<file path="config.mk">
export PLATFORM = sky130hd
export DESIGN_NAME = csa_resolve_flat
export DESIGN_NICKNAME = d
export VERILOG_FILES = /design/src/rtl/csa_pkg.sv /design/src/rtl/csa_resolve_if.sv /design/src/rtl/cpa_chunk.sv /design/src/rtl/csa_resolve.sv /design/src/flat_wrapper.sv
export SDC_FILE = /design/constraint.sdc
export NUM_CORES = 1
export LEC_CHECK = 0
export CAP_MARGIN = 0
export CORE_AREA = 2 2 305 307
export DETAILED_ROUTE_END_ITERATION = 8
export DIE_AREA = 0 0 307 309
export HOLD_SLACK_MARGIN = 0.12
export SLEW_MARGIN = 0
export SYNTH_ARGS = -nofsm -noshare
export SYNTH_HDL_FRONTEND = slang
export SYNTH_SLANG_ARGS = --single-unit
export TNS_END_PERCENT = 100
</file>
<file path="constraint.sdc">
create_clock -name clk -period 13.45 [get_ports clk]
set_input_delay 2.0175 -clock clk [delete_from_list [all_inputs] [get_ports clk]]
set_output_delay 2.0175 -clock clk [all_outputs]
set_load 0.02 [all_outputs]
</file>
<file path="src/rtl/csa_pkg.sv">
// csa_pkg: shared types and sizing helpers for the carry-save resolver.
// Holds the FSM state encoding, the default vector/chunk widths and the
// constant functions that derive the chunk count and counter width.
package csa_pkg;

  localparam int DATA_SIZE_DEF = 256;
  localparam int CHUNK_DEF     = 64;

  typedef enum logic [1:0] {
    IDLE = 2'd0,
    RUN  = 2'd1,
    DONE = 2'd2
  } state_t;

  // Number of CHUNK-wide slices in a DATA_SIZE-wide vector.
  function automatic int num_chunks(input int data_size, input int chunk);
    return data_size / chunk;
  endfunction

  // Chunk counter width; at least one bit so a single-chunk build still has a counter.
  function automatic int cnt_width(input int n);
    return (n > 1) ? $clog2(n) : 1;
  endfunction

endpackage

</file>
<file path="src/rtl/csa_resolve_if.sv">
// csa_resolve_if: operand/result handshake bundle for csa_resolve.
// The master side produces operands and consumes the result; the slave side
// is the resolver. With CSA_RESOLVE_CIN_EN defined, a carry-in bit travels
// alongside the operands.
interface csa_resolve_if
  import csa_pkg::*;
#(
  parameter int DATA_SIZE = DATA_SIZE_DEF
);
  logic                 in_valid;
  logic                 in_ready;
  logic [DATA_SIZE-1:0] s_in;
  logic [DATA_SIZE-1:0] c_in;
`ifdef CSA_RESOLVE_CIN_EN
  logic                 cin;
`endif
  logic                 out_valid;
  logic                 out_ready;
  logic [DATA_SIZE+1:0] out_sum;

  modport master (
`ifdef CSA_RESOLVE_CIN_EN
    output cin,
`endif
    output in_valid, s_in, c_in, out_ready,
    input  in_ready, out_valid, out_sum
  );

  modport slave (
`ifdef CSA_RESOLVE_CIN_EN
    input  cin,
`endif
    input  in_valid, s_in, c_in, out_ready,
    output in_ready, out_valid, out_sum
  );

endinterface

</file>
<file path="src/rtl/cpa_chunk.sv">
// cpa_chunk: CHUNK-bit unsigned adder with carry-in and carry-out.
// One instance is time-shared across all slices of the operand.
module cpa_chunk
  import csa_pkg::*;
#(
  parameter int CHUNK = CHUNK_DEF
) (
  input  logic [CHUNK-1:0] a,
  input  logic [CHUNK-1:0] b,
  input  logic             cin,
  output logic [CHUNK-1:0] sum,
  output logic             cout
);

  assign {cout, sum} = {1'b0, a} + {1'b0, b} + {{CHUNK{1'b0}}, cin};

endmodule

</file>
<file path="src/rtl/csa_resolve.sv">
// csa_resolve: resolves a carry-save (sum, carry) pair into a binary sum,
// CHUNK bits per cycle through a single shared adder, with valid/ready on
// both sides. Optional macro CSA_RESOLVE_CIN_EN adds a carry-in that is
// injected into chunk 0 (result = s_in + (c_in << 1) + cin).
module csa_resolve
  import csa_pkg::*;
#(
  parameter int DATA_SIZE = DATA_SIZE_DEF,
  parameter int CHUNK     = CHUNK_DEF
) (
  input logic          clk,
  input logic          reset,
  csa_resolve_if.slave bus
);

  localparam int            N      = num_chunks(DATA_SIZE, CHUNK);
  localparam int            KW     = cnt_width(N);
  localparam logic [KW-1:0] K_LAST = KW'(N - 1);

  generate
    if ((DATA_SIZE % CHUNK) != 0) begin : g_size_check
      $error("csa_resolve: DATA_SIZE must be a multiple of CHUNK");
    end
  endgenerate

  state_t               state_q;
  state_t               state_d;
  logic [KW-1:0]        k_q;
  logic                 carry_q;
  logic [DATA_SIZE-1:0] s_p0;
  logic [DATA_SIZE-1:0] cs_p0;
  logic                 ctop_p0;
  logic [DATA_SIZE+1:0] sum_p1;
  logic                 vld_p1;
  logic                 accept;
  logic                 last;
  logic                 carry_init;
  logic [CHUNK-1:0]     chunk_s;
  logic [CHUNK-1:0]     chunk_cs;
  logic [CHUNK-1:0]     chunk_sum;
  logic                 chunk_cout;

  assign accept   = (state_q == IDLE) && bus.in_valid;
  assign last     = (k_q == K_LAST);
  assign chunk_s  = s_p0[k_q*CHUNK +: CHUNK];
  assign chunk_cs = cs_p0[k_q*CHUNK +: CHUNK];

`ifdef CSA_RESOLVE_CIN_EN
  assign carry_init = bus.cin;
`else
  assign carry_init = 1'b0;
`endif

  cpa_chunk #(
    .CHUNK (CHUNK)
  ) u_chunk (
    .a    (chunk_s),
    .b    (chunk_cs),
    .cin  (carry_q),
    .sum  (chunk_sum),
    .cout (chunk_cout)
  );

  // State register.
  always_ff @(posedge clk or posedge reset) begin
    if (reset) state_q <= IDLE;
    else       state_q <= state_d;
  end

  // Next-state decode: accept in IDLE, walk the chunks in RUN, hold in DONE until taken.
  always_comb begin
    state_d = state_q;
    case (state_q)
      IDLE:    if (bus.in_valid)  state_d = RUN;
      RUN:     if (last)          state_d = DONE;
      DONE:    if (bus.out_ready) state_d = IDLE;
      default:                    state_d = IDLE;
    endcase
  end

  // Stage p0 -> p1: chunk counter, inter-chunk carry and the result/valid registers.
  always_ff @(posedge clk or posedge reset) begin
    if (reset) begin
      k_q     <= '0;
      carry_q <= 1'b0;
      sum_p1  <= '0;
      vld_p1  <= 1'b0;
    end else begin
      case (state_q)
        IDLE: begin
          if (accept) begin
            k_q     <= '0;
            carry_q <= carry_init;
          end
        end
        RUN: begin
          sum_p1[k_q*CHUNK +: CHUNK] <= chunk_sum;
          carry_q                    <= chunk_cout;
          if (last) begin
            // The carry vector's MSB sits at weight 2^DATA_SIZE after the shift,
            // so it joins the final carry-out in the two extra result bits.
            sum_p1[DATA_SIZE+1:DATA_SIZE] <= {1'b0, ctop_p0} + {1'b0, chunk_cout};
            k_q                           <= '0;
            vld_p1                        <= 1'b1;
          end else begin
            k_q <= k_q + KW'(1);
          end
        end
        DONE: begin
          if (bus.out_ready) vld_p1 <= 1'b0;
        end
        default: ;
      endcase
    end
  end

  // Stage p0: operand capture on accept; carry vector is pre-shifted into sum alignment.
  always_ff @(posedge clk) begin
    if (accept) begin
      s_p0    <= bus.s_in;
      cs_p0   <= {bus.c_in[DATA_SIZE-2:0], 1'b0};
      ctop_p0 <= bus.c_in[DATA_SIZE-1];
    end
  end

  assign bus.in_ready  = (state_q == IDLE);
  assign bus.out_valid = vld_p1;
  assign bus.out_sum   = sum_p1;

endmodule

</file>
<file path="src/flat_wrapper.sv">
// flat-port wrapper written by rule: the top's interface ports become plain ports
module csa_resolve_flat import csa_pkg::*;
#(
  parameter int DATA_SIZE = DATA_SIZE_DEF,
  parameter int CHUNK     = CHUNK_DEF
)
  (clk, reset, bus_in_valid, bus_s_in, bus_c_in, bus_out_ready, bus_in_ready, bus_out_valid, bus_out_sum);
  csa_resolve_if #(.DATA_SIZE(DATA_SIZE)) bus_i ();
  input logic clk;
  input logic reset;
  input wire logic [$bits(bus_i.in_valid)-1:0] bus_in_valid;
  input wire logic [$bits(bus_i.s_in)-1:0] bus_s_in;
  input wire logic [$bits(bus_i.c_in)-1:0] bus_c_in;
  input wire logic [$bits(bus_i.out_ready)-1:0] bus_out_ready;
  output wire logic [$bits(bus_i.in_ready)-1:0] bus_in_ready;
  output wire logic [$bits(bus_i.out_valid)-1:0] bus_out_valid;
  output wire logic [$bits(bus_i.out_sum)-1:0] bus_out_sum;
  assign bus_i.in_valid = bus_in_valid;
  assign bus_i.s_in = bus_s_in;
  assign bus_i.c_in = bus_c_in;
  assign bus_i.out_ready = bus_out_ready;
  assign bus_in_ready = bus_i.in_ready;
  assign bus_out_valid = bus_i.out_valid;
  assign bus_out_sum = bus_i.out_sum;
  csa_resolve #(.DATA_SIZE(DATA_SIZE), .CHUNK(CHUNK)) u_core (.clk(clk), .reset(reset), .bus(bus_i));
endmodule
</file>
=== Word level (Yosys, flattened, before mapping) ===
Cells that the tools add are included.

* Bits in read-only memories: 0
* Bits of input ports: 516
* Logic and storage cells: 45
* Memories: 0
* Register bits: 776
* Bits in writable memories: 0
* Output and inout bits: 260
* Bits in latches: 0

* Reduce and logical (&&, ||, !) cells: 7
* Div/mod/pow operators: 0
* Bitwise operators: 0
* Add/sub/neg operators: 5
* Mux-type cells: 14
* Multiply operators: 0
* Equality and inequality tests: 7
* $lt $le $gt $ge: 0
* Shift operators: 4

{| class="wikitable"
|+ Operator list
! cell !! number
|-
| variable part select 256 x 9 -> 64 bit || 2
|-
| bitwise mux 258 bit || 1
|-
| variable shift 64 x 34 -> 258 bit, first input constant || 1
|-
| variable part select 64 x 34 -> 258 bit || 1
|-
| adder 64 x 64 -> 65 bit || 1
|-
| adder 65 x 1 -> 65 bit || 1
|-
| negation 8 -> 34 bit || 1
|-
| two-way mux 2 bit || 6
|-
| case mux 2 bit (3 select lines) || 1
|-
| AND reduction 3 bit || 2
|-
| == test 2 bit, second input constant || 2
|-
| inequality test 2 x 1 -> 1 bit, second input constant || 2
|-
| inequality test 2 bit, second input constant || 2
|-
| case mux 1 bit (2 select lines) || 2
|-
| case mux 2 bit (2 select lines) || 1
|-
| nonzero test 2 bit || 2
|-
| two-way mux 1 bit || 3
|-
| adder 1 x 1 -> 2 bit || 1
|-
| adder 2 x 1 -> 2 bit, second input constant || 1
|-
| == test 2 x 1 -> 1 bit, second input constant || 1
|-
| zero test 2 bit || 1
|-
| AND reduction 2 bit || 1
|-
| logical AND 1 bit || 1
|}

=== Longest topological paths before layout ===
Gate-level depths: netlist (run 1).

* Depth after elaboration: 6
* Depth in mapped cells: 19

=== By module ===
A second synthesis (run 1) with hierarchy kept.

* Cell total of the unflattened synthesis: 1833
* Area total of the unflattened synthesis: 31755.5 um^2

{| class="wikitable"
|+ Modules (own cells, without submodules)
! module !! area an instance (um^2) !! cells an instance !! times used
|-
| csa_resolve || 27999.4 || 1296 || 1
|-
| cpa_chunk || 3756.1 || 537 || 1
|}

=== Least setup slack after synthesis (run 1) ===
No wires, ideal clock.

* Path type: input to register
* Start point: input port bus_in_valid
* End point: register u_core.cs_p0[100], enable pin
* Setup time: 0.941 ns
* Arrival time: 13.509 ns
* Path slack: -0.999 ns
* Required time: 12.509 ns
* Stages on the path: 1
* Cells stage by stage: and2_1

* Word-level cells in the longest chain between the ends: 1

{| class="wikitable"
|+ RTL lines
! what !! RTL line !! text
|-
| from (decl) || flat_wrapper.sv:11 || <nowiki>input wire logic [$bits(bus_i.in_valid)-1:0] bus_in_valid;</nowiki>
|-
| logical AND 1 bit || csa_resolve.sv:43 || <nowiki>assign accept = (state_q == IDLE) && bus.in_valid;</nowiki>
|-
| to (signal assigned) || csa_resolve.sv:121 || <nowiki>cs_p0 <= {bus.c_in[DATA_SIZE-2:0], 1'b0};</nowiki>
|-
| to (decl) || csa_resolve.sv:31 || <nowiki>logic [DATA_SIZE-1:0] cs_p0;</nowiki>
|}

No other way between the ends.
A chain may end at the register's enable or synchronous reset.

=== Final worst setup path (run 1) ===
* Start point: register u_core.k_q[0]
* End point: register u_core.sum_p1[256], in the netlist u_core.bus.out_sum[256]

* Word-level cells in the longest chain between the ends: 6

{| class="wikitable"
|+ RTL lines
! what !! RTL line !! text
|-
| from (decl) || csa_resolve.sv:28 || <nowiki>logic [KW-1:0] k_q;</nowiki>
|-
| from (signal assigned) || csa_resolve.sv:106 || <nowiki>k_q <= k_q + KW'(1);</nowiki>
|-
| variable part select 256 x 9 -> 64 bit, on equally long branches || csa_resolve.sv:45, csa_resolve.sv:46 ||
|-
| adder 64 x 64 -> 65 bit || cpa_chunk.sv:15 || <nowiki>assign {cout, sum} = {1'b0, a} + {1'b0, b} + {{CHUNK{1'b0}}, cin};</nowiki>
|-
| adder 65 x 1 -> 65 bit || cpa_chunk.sv:15 ||
|-
| variable part select 64 x 34 -> 258 bit || csa_resolve.sv:97 || <nowiki>sum_p1[k_q*CHUNK +: CHUNK] <= chunk_sum;</nowiki>
|-
| bitwise mux 258 bit || csa_resolve.sv:97 ||
|-
| two-way mux 2 bit (*) || csa_resolve.sv:99 || <nowiki>if (last) begin</nowiki>
|-
| to (signal, indexed assignment) || csa_resolve.sv:97 ||
|-
| to (signal, indexed assignment) || csa_resolve.sv:102 || <nowiki>sum_p1[DATA_SIZE+1:DATA_SIZE] <= {1'b0, ctop_p0} + {1'b0, chunk_cout};</nowiki>
|-
| to (decl) || csa_resolve.sv:33 || <nowiki>logic [DATA_SIZE+1:0] sum_p1;</nowiki>
|}

Mark *: on every way between the ends. The rest lies on a longest branch, timed or not.

==> reports/results.ini, run 1 <==
[grt]
grt.overflow.total=0
antenna_found_initial=15
grt_pass1_vias=22700
grt_use_total_pct=23.7
grt_max_degree=164
grt_pass1_wl_um=162000

[place]
dp.cells=3889
pre_cts_ws_ns=6.99
port_buffers=775
globalplace.congestion=0.859
dp_hpwl_um=85900
place_area_sq_um=41300

[setup_path]
worstPathBufferInverterCount=2
cp_num_cells=16
rrSetupSlack_ns=7.06
crit_family=compound AO/OA/AOI/OAI gates
max_stage_delay_ns=0.77
crit_path_end_kind=register
r2r-start=u_core.k_q[0]
cp.arrival_ns=6.88
path_cells=buf_4 > buf_4 > mux4_2 > ha_1 > a21o_1 > a21oi_1 > nor2_1 > o41ai_2 > a21oi_1 > o211ai_1 > a31oi_1 > a41o_1 > a21o_1 > ha_1 > a22oi_1 > o21ai_0
path_max_fanout=39
crit_type=register to register
cp_slowest_cell=o41ai_2
reg2reg_depth=16
cp-start-kind=register
crit_required_ns=13.95
r2r_end=u_core.bus.out_sum[256]

[drt]
m1WireLength_um=44400
routed_wl_um=115000
top_layer_used=met5
vias=22300
avgRoutedWirePerCell_um=28.4
drtAntennaViolNets=0
dr_wl_met2_um=59500
wl_met3_um=8780
post-route-drc-count=0
drt_iter0_drc=2456
dr.pass1.iters=5
viasPerCell=5.50

[pwr]
ir_worst_vdd_mv=0.163
power_frac_seq_pct=28.6
power_per_cell_area_nw_per_um2=274
netSwitchingPower_w=0.00539
p_sw_share_pct=44.8
p_leak_nw=16.3
clock_power_share_pct=18.5
p_comb_share_pct=52.9
report.power.total_w=0.0120
p_int_w=0.00665

[synthesis]
avgSynthCellArea_sq_um=15.9
syn_inst=2027
synth.most_common_cell=edfxtp_1
synth_area_sq_um=32300
synth_edf_count=512
async_flop_share_pct=34.0
ys_ff_latch=776
synth_area_leaders=edfxtp_1 (48%), dfrtp_1 (20%), mux4_2 (8.9%)
ys.flop_type=edfxtp_1
yosysUniqueCellTypes=81
ys.warnings.count=0
syn_nets=2616
synth_top_area_share_pct=47.6
synth_top_area_cell=edfxtp_1
yosysSeqAreaShare_pct=68.1
synth_common_cells=edfxtp_1 (512), dfrtp_1 (264), a22o_1 (196)

[timing]
min_period_ns=6.39
fin_ws_ns=7.06
worstMarginPinSlew_ns=1.18
hold_viol_final=0
relSlewSlack_pct=21.3
fmaxAchievable_mhz=157
finalClockSkew_ns=0.0257
rsz0062_at_grt=false
setup_viol=0
finalCritPeriodShare_pct=47.5
drv_slew=0
setup_tns_ns=0

[hold_path]
min_to=u_core.bus.out_sum[243]
min_path_type=register to register
hold_start=u_core.bus.out_sum[243]
whs_path_depth=2

[status]
status=finished clean

[final_layout]
fin_cells=4059
drive_above_1_share_pct=10.8
final_area_sq_um=44000
syn2layout_area_growth_pct=36.3
nNetsFinal=3377
fill_cells=7830

[die]
dieArea_sq_um=94900
io_pins=776
core.rowCount=111
start_util_pct=35.3
fp.coreArea_sq_um=91400
fp.dieW_um=307
die_h_um=309

[run]
drv_cap=0

[clock_network]
cts_tree=done
clockRootBuffer=clkbuf_16
clk_pin_slew_ns=0.06
htree_levels=3
ctsResizeCount=0
clk_latency_ns=0.66
post_cts_buffers=0
cts_hold_buf=0
numClockSinks=776
clock_path_buffers=3
cts_made_buffers=83

==> metrics by stage <==
step / hold WS, ns / utilization (%)
after floorplan: 0.499 / -
after global placement: 0.464 / 45.2
after detailed placement: 0.471 / 45.2
after CTS: 0.487 / 48.1
after global routing: 0.503 / 48.2
final: 0.481 / 48.2
==> metal layers <==
layer | track usage, % | vias to the layer above
met1 | 29.5 | 11500
met4 | 7.19 | 2
li1 | - | 9626
met5 | 0 | -
met2 | 41.2 | 1010
met3 | 5.51 | 146
==> worst max path at each step <==
stage | startpoint | end | slack [ns]
after global placement | u_core.k_q[0] | u_core.bus.out_sum[256] | 7.08
after detailed placement | u_core.k_q[0] | u_core.bus.out_sum[256] | 6.99
after global routing | u_core.k_q[0] | u_core.bus.out_sum[256] | 6.59
after floorplan | reset | u_core.bus.out_sum[0] | 4.16
after CTS | u_core.k_q[0] | u_core.bus.out_sum[256] | 7.00
final | u_core.k_q[0] | u_core.bus.out_sum[256] | 7.06
==> worst reg2reg max path: stages (launching register included) <==
cell and delay (ns):
dfrtp_4 0.70, buf_4 0.71, buf_4 0.78, mux4_2 0.60, ha_1 0.41, a21o_1 0.21
a21oi_1 0.22, nor2_1 0.09, o41ai_2 0.77, a21oi_1 0.22, o211ai_1 0.24, a31oi_1 0.19
a41o_1 0.36, a21o_1 0.20, ha_1 0.27, a22oi_1 0.19, o21ai_0 0.10
==> power groups by stage <==
| stage | Clock, W | Sequential (W) | Combinational (W) |
|---|---|---|---|
| after floorplan | 0 | 0.00374 | 0.00354 |
| after global placement | 0 | 0.00346 | 0.00628 |
| after CTS | 0.00227 | 0.00344 | 0.00637 |
| final | 0.00223 | 0.00344 | 0.00637 |
| after detailed placement | 0 | 0.00348 | 0.00634 |
| after global routing | 0.00237 | 0.00349 | 0.00680 |
==> final cells by class <==
| cell class | count | area [sq um] | area share, % |
|---|---|---|---|
| diodes | 14 | 35.0 | 0.0796 |
| clock buffers | 119 | 2320 | 5.28 |
| clock inverters | 37 | 320 | 0.728 |
| inverters | 21 | 86.3 | 0.196 |
| multi-input cells | 1107 | 9830 | 22.3 |
| flip-flops and latches | 776 | 22000 | 49.9 |
| well taps | 1186 | 1480 | 3.37 |
| repair buffers | 799 | 7960 | 18.1 |
==> layout by cell type, fill, tap and decap left out, drive strengths merged, types with 5 or more instances in the layout <==
master,Yosys,routed
clkdlybuf4s50,0,775
edfxtp,512,512
dfrtp,264,264
a22o,196,196
mux4,127,127
nand2,122,122
clkbuf,90,119
a21oi,85,85
o21ai,76,76
ha,71,71
nor2,70,70
a21o,43,43
xnor2,32,32
nand4,30,30
clkinv,0,28
nand3,26,26
inv,21,25
buf,33,24
nor3,20,20
o21bai,18,18
o211ai,16,16
xor2,16,16
diode,0,14
o21a,13,13
o31ai,12,12
o2111ai,9,9
a31oi,9,9
and3,8,8
a32o,8,8
or3,8,8
a221o,6,6
nor4,6,6
nor2b,5,5
and2,5,5
a211oi,5,5
or2,5,5
==> cell families after synthesis <==
group	count (synthesis)	synth area share, %
flops	776	68.1
mux	129	8.92
compound gates	531	12.3
buf+inv	144	1.74
fa+ha+maj	73	2.87
xor+xnor	48	1.30
simple gates	326	4.85
==> state kept, by name, summed over array words and instances, names as in the netlist <==
signal,cells
u_core.bus.out_valid,1
u_core.s_p0,256
u_core.ctop_p0,1
u_core.state_q,2
u_core.k_q,2
u_core.bus.out_sum,258
u_core.carry_q,1
u_core.cs_p0,255
Power figures use the tool's default switching activity.
==> inputs of run 2 (changes only) <==
clock period = 6 ns   (was 13.45 ns; I/O delays follow)
==> run 2 against run 1 <==
  * Global-route usage increased by 0.47 points
  * Combinational power increased by 130%
  * Core utilization increased by 0.69 points
  * Hold slack improved by 0.0027 ns
  * Sequential power increased by 120%
  * Register-to-register slack got worse by 6.3 ns
  * Critical endpoint unchanged
  * Largest cell class unchanged
  * Largest power group unchanged
==> reports/results.ini, run 2 (same netlist as run 1, synthesis figures left out) <==
[status]
status=finished clean  ; unchanged

[drt]
m1WireLength_um=44600  ; was 44400 um
viasPerCell=5.51  ; was 5.50
avgRoutedWirePerCell_um=28.7  ; was 28.4 um
post-route-drc-count=0  ; unchanged
dr.pass1.iters=5  ; unchanged
drtAntennaViolNets=0  ; unchanged
routed_wl_um=117000  ; was 115000 um
vias=22500  ; was 22300
top_layer_used=met5  ; unchanged
dr_wl_met2_um=60700  ; was 59500 um
wl_met3_um=8820  ; was 8780 um
drt_iter0_drc=2181  ; was 2456

[final_layout]
syn2layout_area_growth_pct=38.3  ; was 36.3%
nNetsFinal=3393  ; was 3377
final_cell_mix=clkdlybuf4s50_1 (775), edfxtp_1 (512), dfrtp_1 (262)  ; unchanged
layout_commonest_cell=clkdlybuf4s50_1  ; unchanged
final_util_pct=48.9  ; was 48.2%
largest_reg_flops=258  ; unchanged
drive_above_1_share_pct=11.8  ; was 10.8%

[timing]
fmaxAchievable_mhz=192  ; was 157 MHz
setup_viol=0  ; unchanged
hold_viol_final=0  ; unchanged
relSlewSlack_pct=18.2  ; was 21.3%
rsz0062_at_grt=false  ; unchanged
min_period_ns=5.22  ; was 6.39 ns
setup_tns_ns=0  ; unchanged
finalCritPeriodShare_pct=86.9  ; was 47.5%
drv_slew=0  ; unchanged
finalClockSkew_ns=0.0378  ; was 0.0257 ns
worstMarginPinSlew_ns=1.22  ; was 1.18 ns

[clock_network]
clock_path_buffers=3  ; unchanged
cts_hold_buf=0  ; unchanged
cts_tree=done  ; unchanged
clockRootBuffer=clkbuf_16  ; unchanged
post_cts_buffers=0  ; unchanged
clk_latency_ns=0.68  ; was 0.66 ns
numClockSinks=776  ; unchanged
htree_levels=3  ; unchanged
ctsResizeCount=0  ; unchanged
clk_pin_slew_ns=0.06  ; about the same
cts_made_buffers=88  ; was 83

[hold_path]
hold_start=u_core.bus.out_sum[175]  ; was u_core.bus.out_sum[243]
min_path_type=register to register  ; unchanged

[setup_path]
cp-start-kind=register  ; unchanged
path_max_fanout=54  ; was 39
r2r-start=u_core.k_q[0]  ; unchanged
cp.arrival_ns=5.75  ; was 6.88 ns
crit_path_end_kind=register  ; unchanged
crit_required_ns=6.54  ; was 13.95 ns
crit_type=register to register  ; unchanged
startpoint=u_core.k_q[0]  ; unchanged

[pwr]
p_leak_nw=16.6  ; was 16.3 nW
ir_worst_vdd_mv=0.400  ; was 0.163 mV
power_per_cell_area_nw_per_um2=630  ; was 274 nW/um^2

[place]
port_buffers=775  ; unchanged
globalplace.congestion=0.894  ; was 0.859
dp_hpwl_um=87800  ; was 85900 um

[grt]
grt_use_total_pct=24.2  ; was 23.7%
grt_max_degree=158  ; was 164
grt_pass1_vias=23000  ; was 22700
antenna_found_initial=13  ; was 15
grt_pass1_wl_um=165000  ; was 162000 um
grt.overflow.total=0  ; unchanged

[die]
start_util_pct=35.3  ; unchanged
dieArea_sq_um=94900  ; unchanged
fp.coreArea_sq_um=91400  ; unchanged
core.rowCount=111  ; unchanged
fp.dieW_um=307  ; unchanged
io_pins=776  ; unchanged
die_h_um=309  ; unchanged

[run]
drv_cap=0  ; unchanged

run 2: worst max-delay path, stage by stage, from the launching register on:
cell and delay [ns]:
dfrtp_4 0.52, buf_12 0.38, mux4_2 0.61, fa_1 0.48, a21o_1 0.23, a31oi_2 0.32, nor3_1 0.16, o2111ai_1 0.62
a211oi_1 0.22, o2111ai_1 0.26, a31oi_1 0.19, a41o_1 0.34, a21o_1 0.20, ha_1 0.26, a22oi_1 0.16, o21ai_0 0.09
run 2: metrics by stage:
stage / cells / total power (W) / cell area (sq um) / setup WS, ns / hold slack [ns]
5_1_grt: 4077 / 0.0295 / 44700 / 0.405 / 0.513
6_report: 4077 / 0.0282 / 44700 / 0.784 / 0.483
3_3_place_gp: 3900 / 0.0221 / 41500 / 0.764 / 0.465
2_1_floorplan: 2027 / 0.0162 / 32300 / 0.960 / 0.499
3_5_place_dp: 3900 / 0.0223 / 41500 / 0.745 / 0.466
4_1_cts: 4066 / 0.0282 / 44600 / 0.739 / 0.488
run 2: cell type report:
cell class	count	area, sq um
Fill cell	7806	46700
Clock buffer	116	2470
Inverter	21	82.6
Tap cell	1186	1480
Multi-Input combinational cell	1107	9830
Antenna cell	11	27.5
Clock inverter	50	656
Timing Repair Buffer	810	8120
Sequential cell	776	22000
run 2: path summary, 6_finish.rpt:
path	to	slack, ns	cells past startpoint
min in group asynchronous	u_core.bus.out_sum[223]	0.64	2
max in group asynchronous	u_core.bus.out_sum[135]	3.94	3
min	u_core.bus.out_sum[175]	0.48	2
max reg2reg	u_core.bus.out_sum[256]	0.78	15
min reg2reg	u_core.bus.out_sum[175]	0.48	2
max	u_core.bus.out_sum[256]	0.78	15
run 2: report_power, final:
part	internal [W]	total [W]	switching, W
clock network	0.00349	0.00579	0.00230
logic	0.00513	0.0147	0.00957
registers	0.00706	0.00766	0.000595
run 2: metal layers:
metal / track usage (%) / up-vias
met4: 8.01 / 4
met1: 29.3 / 11600
met3: 5.87 / 173
met5: 0 / -
li1: - / 9670
met2: 42.3 / 1029
==> inputs of run 3 (changes only) <==
PLACE_DENSITY = 0.66   (was unset)
==> run 3 against run 2 <==
  * Clock-buffer cell count increased by 1
  * Clock power shrank 11%
  * Sequential power about the same
  * Combinational power about the same
  * Critical path type unchanged
  * Largest power group unchanged
  * Highest routed layer unchanged
==> reports/results.ini, run 3 (same netlist as run 1, synthesis figures left out) <==
[pwr]
power_frac_seq_pct=27.7  ; was 27.2%
power_per_cell_area_nw_per_um2=623  ; was 630 nW/um^2
p_int_w=0.0152  ; was 0.0157 W
ir_worst_vdd_mv=0.397  ; was 0.400 mV
p_leak_nw=16.4  ; was 16.6 nW
p_comb_share_pct=53.7  ; was 52.2%
p_sw_share_pct=45.0  ; was 44.3%
clock_power_share_pct=18.6  ; was 20.6%
netSwitchingPower_w=0.0124  ; was 0.0125 W
report.power.total_w=0.0276  ; was 0.0282 W

[clock_network]
ctsResizeCount=0  ; unchanged
clk_latency_ns=0.65  ; was 0.68 ns
numClockSinks=776  ; unchanged
cts_tree=done  ; unchanged
clockRootBuffer=clkbuf_16  ; unchanged
post_cts_buffers=0  ; unchanged
clk_pin_slew_ns=0.06  ; about the same
cts_hold_buf=0  ; unchanged
cts_made_buffers=84  ; was 88
htree_levels=3  ; unchanged
clock_path_buffers=3  ; unchanged

[grt]
grt_max_degree=167  ; was 158
grt_use_total_pct=23.6  ; was 24.2%
grt_pass1_wl_um=161000  ; was 165000 um
grt.overflow.total=0  ; unchanged
antenna_found_initial=15  ; was 13
grt_pass1_vias=22600  ; was 23000

[drt]
vias=22400  ; was 22500
routed_wl_um=114000  ; was 117000 um
drtAntennaViolNets=0  ; unchanged
viasPerCell=5.52  ; was 5.51
dr.pass1.iters=5  ; unchanged
drt_iter0_drc=2301  ; was 2181
post-route-drc-count=0  ; unchanged
avgRoutedWirePerCell_um=28.2  ; was 28.7 um

[setup_path]
crit_path_end_kind=register  ; unchanged
cp_slowest_cell=o311ai_1  ; was o2111ai_1
r2r-start=u_core.k_q[0]  ; unchanged
max_stage_delay_ns=0.84  ; was 0.62 ns
r2r_end=u_core.bus.out_sum[187]  ; was u_core.bus.out_sum[256]
path_cells=buf_12 > mux4_2 > ha_1 > nand4_1 > or3_1 > nor2_1 > nor4b_1 > a21oi_2 > o311ai_1 > o21ai_0  ; was buf_12 > mux4_2 > fa_1 > a21o_1 > a31oi_2 > nor3_1 > o2111ai_1 > a211oi_1 > o2111ai_1 > a31oi_1 > a41o_1 > a21o_1 > ha_1 > a22oi_1 > o21ai_0
endpoint=u_core.bus.out_sum[187]  ; was u_core.bus.out_sum[256]
reg2reg_depth=10  ; was 15
crit_required_ns=6.48  ; was 6.54 ns
crit_type=register to register  ; unchanged
cp-start-kind=register  ; unchanged
cp.arrival_ns=5.88  ; was 5.75 ns
path_max_fanout=50  ; was 54
rrSetupSlack_ns=0.61  ; was 0.78 ns
startpoint=u_core.k_q[0]  ; unchanged

[timing]
finalCritPeriodShare_pct=89.9  ; was 86.9%
worstMarginPinSlew_ns=1.32  ; was 1.22 ns
setup_viol=0  ; unchanged
setup_tns_ns=0  ; unchanged
hold_ws_ns=0.479  ; was 0.483 ns
min_period_ns=5.39  ; was 5.22 ns
finalClockSkew_ns=0.0255  ; was 0.0378 ns
rsz0062_at_grt=false  ; unchanged
hold_viol_final=0  ; unchanged
relSlewSlack_pct=11.9  ; was 18.2%
drv_slew=0  ; unchanged
fmaxAchievable_mhz=185  ; was 192 MHz

[final_layout]
drive_above_1_share_pct=11.1  ; was 11.8%
final_util_pct=48.4  ; was 48.9%
fill_cells=7663  ; was 7806
nNetsFinal=3385  ; was 3393
final_cell_mix=clkdlybuf4s50_1 (775), edfxtp_1 (512), dfrtp_1 (262)  ; unchanged
largest_reg_flops=258  ; unchanged
final_area_sq_um=44200  ; was 44700 sq um
layout_commonest_cell=clkdlybuf4s50_1  ; unchanged
syn2layout_area_growth_pct=36.9  ; was 38.3%
multi_input_area_sq_um=9830  ; unchanged
regArea_sq_um=22000  ; unchanged

[status]
status=finished clean  ; unchanged

[die]
start_util_pct=35.3  ; unchanged
core.rowCount=111  ; unchanged
fp.dieW_um=307  ; unchanged
dieArea_sq_um=94900  ; unchanged
fp.coreArea_sq_um=91400  ; unchanged
die_h_um=309  ; unchanged
io_pins=776  ; unchanged

[place]
globalplace.congestion=0.908  ; was 0.894
dp_hpwl_um=84800  ; was 87800 um
place_area_sq_um=41500  ; about the same
port_buffers=775  ; unchanged

[hold_path]
min_path_type=register to register  ; unchanged

[run]
drv_cap=0  ; unchanged

-- run 3: critical path, delay by kind of cell, from the launching register on --
kind,cells,cell delay [ns]
flip-flops,1,0.55
AO/OA/AOI/OAI,3,1.38
buffers and inverters,1,0.37
multiplexers,1,0.57
adder cells (fa/ha/maj),1,0.55
AND/OR/NAND/NOR,4,1.68
-- run 3: worst min path at each step --
stage / end / startpoint / cells past startpoint
3_5_place_dp: u_core.bus.out_sum[118] / u_core.bus.out_sum[118] / 2
4_1_cts: u_core.bus.out_sum[251] / u_core.bus.out_sum[251] / 2
5_1_grt: u_core.bus.out_sum[251] / u_core.bus.out_sum[251] / 2
3_3_place_gp: u_core.bus.out_sum[251] / u_core.bus.out_sum[251] / 2
6_report: u_core.bus.out_sum[251] / u_core.bus.out_sum[251] / 2
2_1_floorplan: u_core.state_q[0] / u_core.state_q[1] / 1
-- run 3: power by group through the flow --
stage	logic (W)	clock network [W]	registers (W)
6_report	0.0148	0.00514	0.00763
5_1_grt	0.0157	0.00545	0.00773
4_1_cts	0.0147	0.00524	0.00762
2_1_floorplan	0.00794	0	0.00829
3_5_place_dp	0.0146	0	0.00771
3_3_place_gp	0.0144	0	0.00767
-- run 3: per-stage QoR --
stage,cells,worst slack [ns]
floorplan,2027,0.960
global placement,3896,0.501
detailed placement,3896,0.580
CTS,4051,0.518
global route,4062,0.198
finish,4062,0.606
-- run 3: routing by layer --
metal | wire length (um) | vias to the layer above | track usage [%]
li1 | - | 9632 | -
met1 | 44100 | 11400 | 29.3
met2 | 58200 | 1143 | 40.7
met3 | 8840 | 190 | 5.31
met4 | 3280 | 6 | 8.15
met5 | 37 | - | 0
-- run 3: layout make-up --
| class | count | share of cell area (%) |
|---|---|---|
| clock inverter | 38 | 0.687 |
| inverter | 21 | 0.187 |
| multi-input combinational | 1107 | 22.2 |
| clock buffer | 117 | 5.45 |
| timing repair buffer | 806 | 18.3 |
| antenna | 11 | 0.0622 |
| tap | 1186 | 3.36 |
| sequential | 776 | 49.7 |
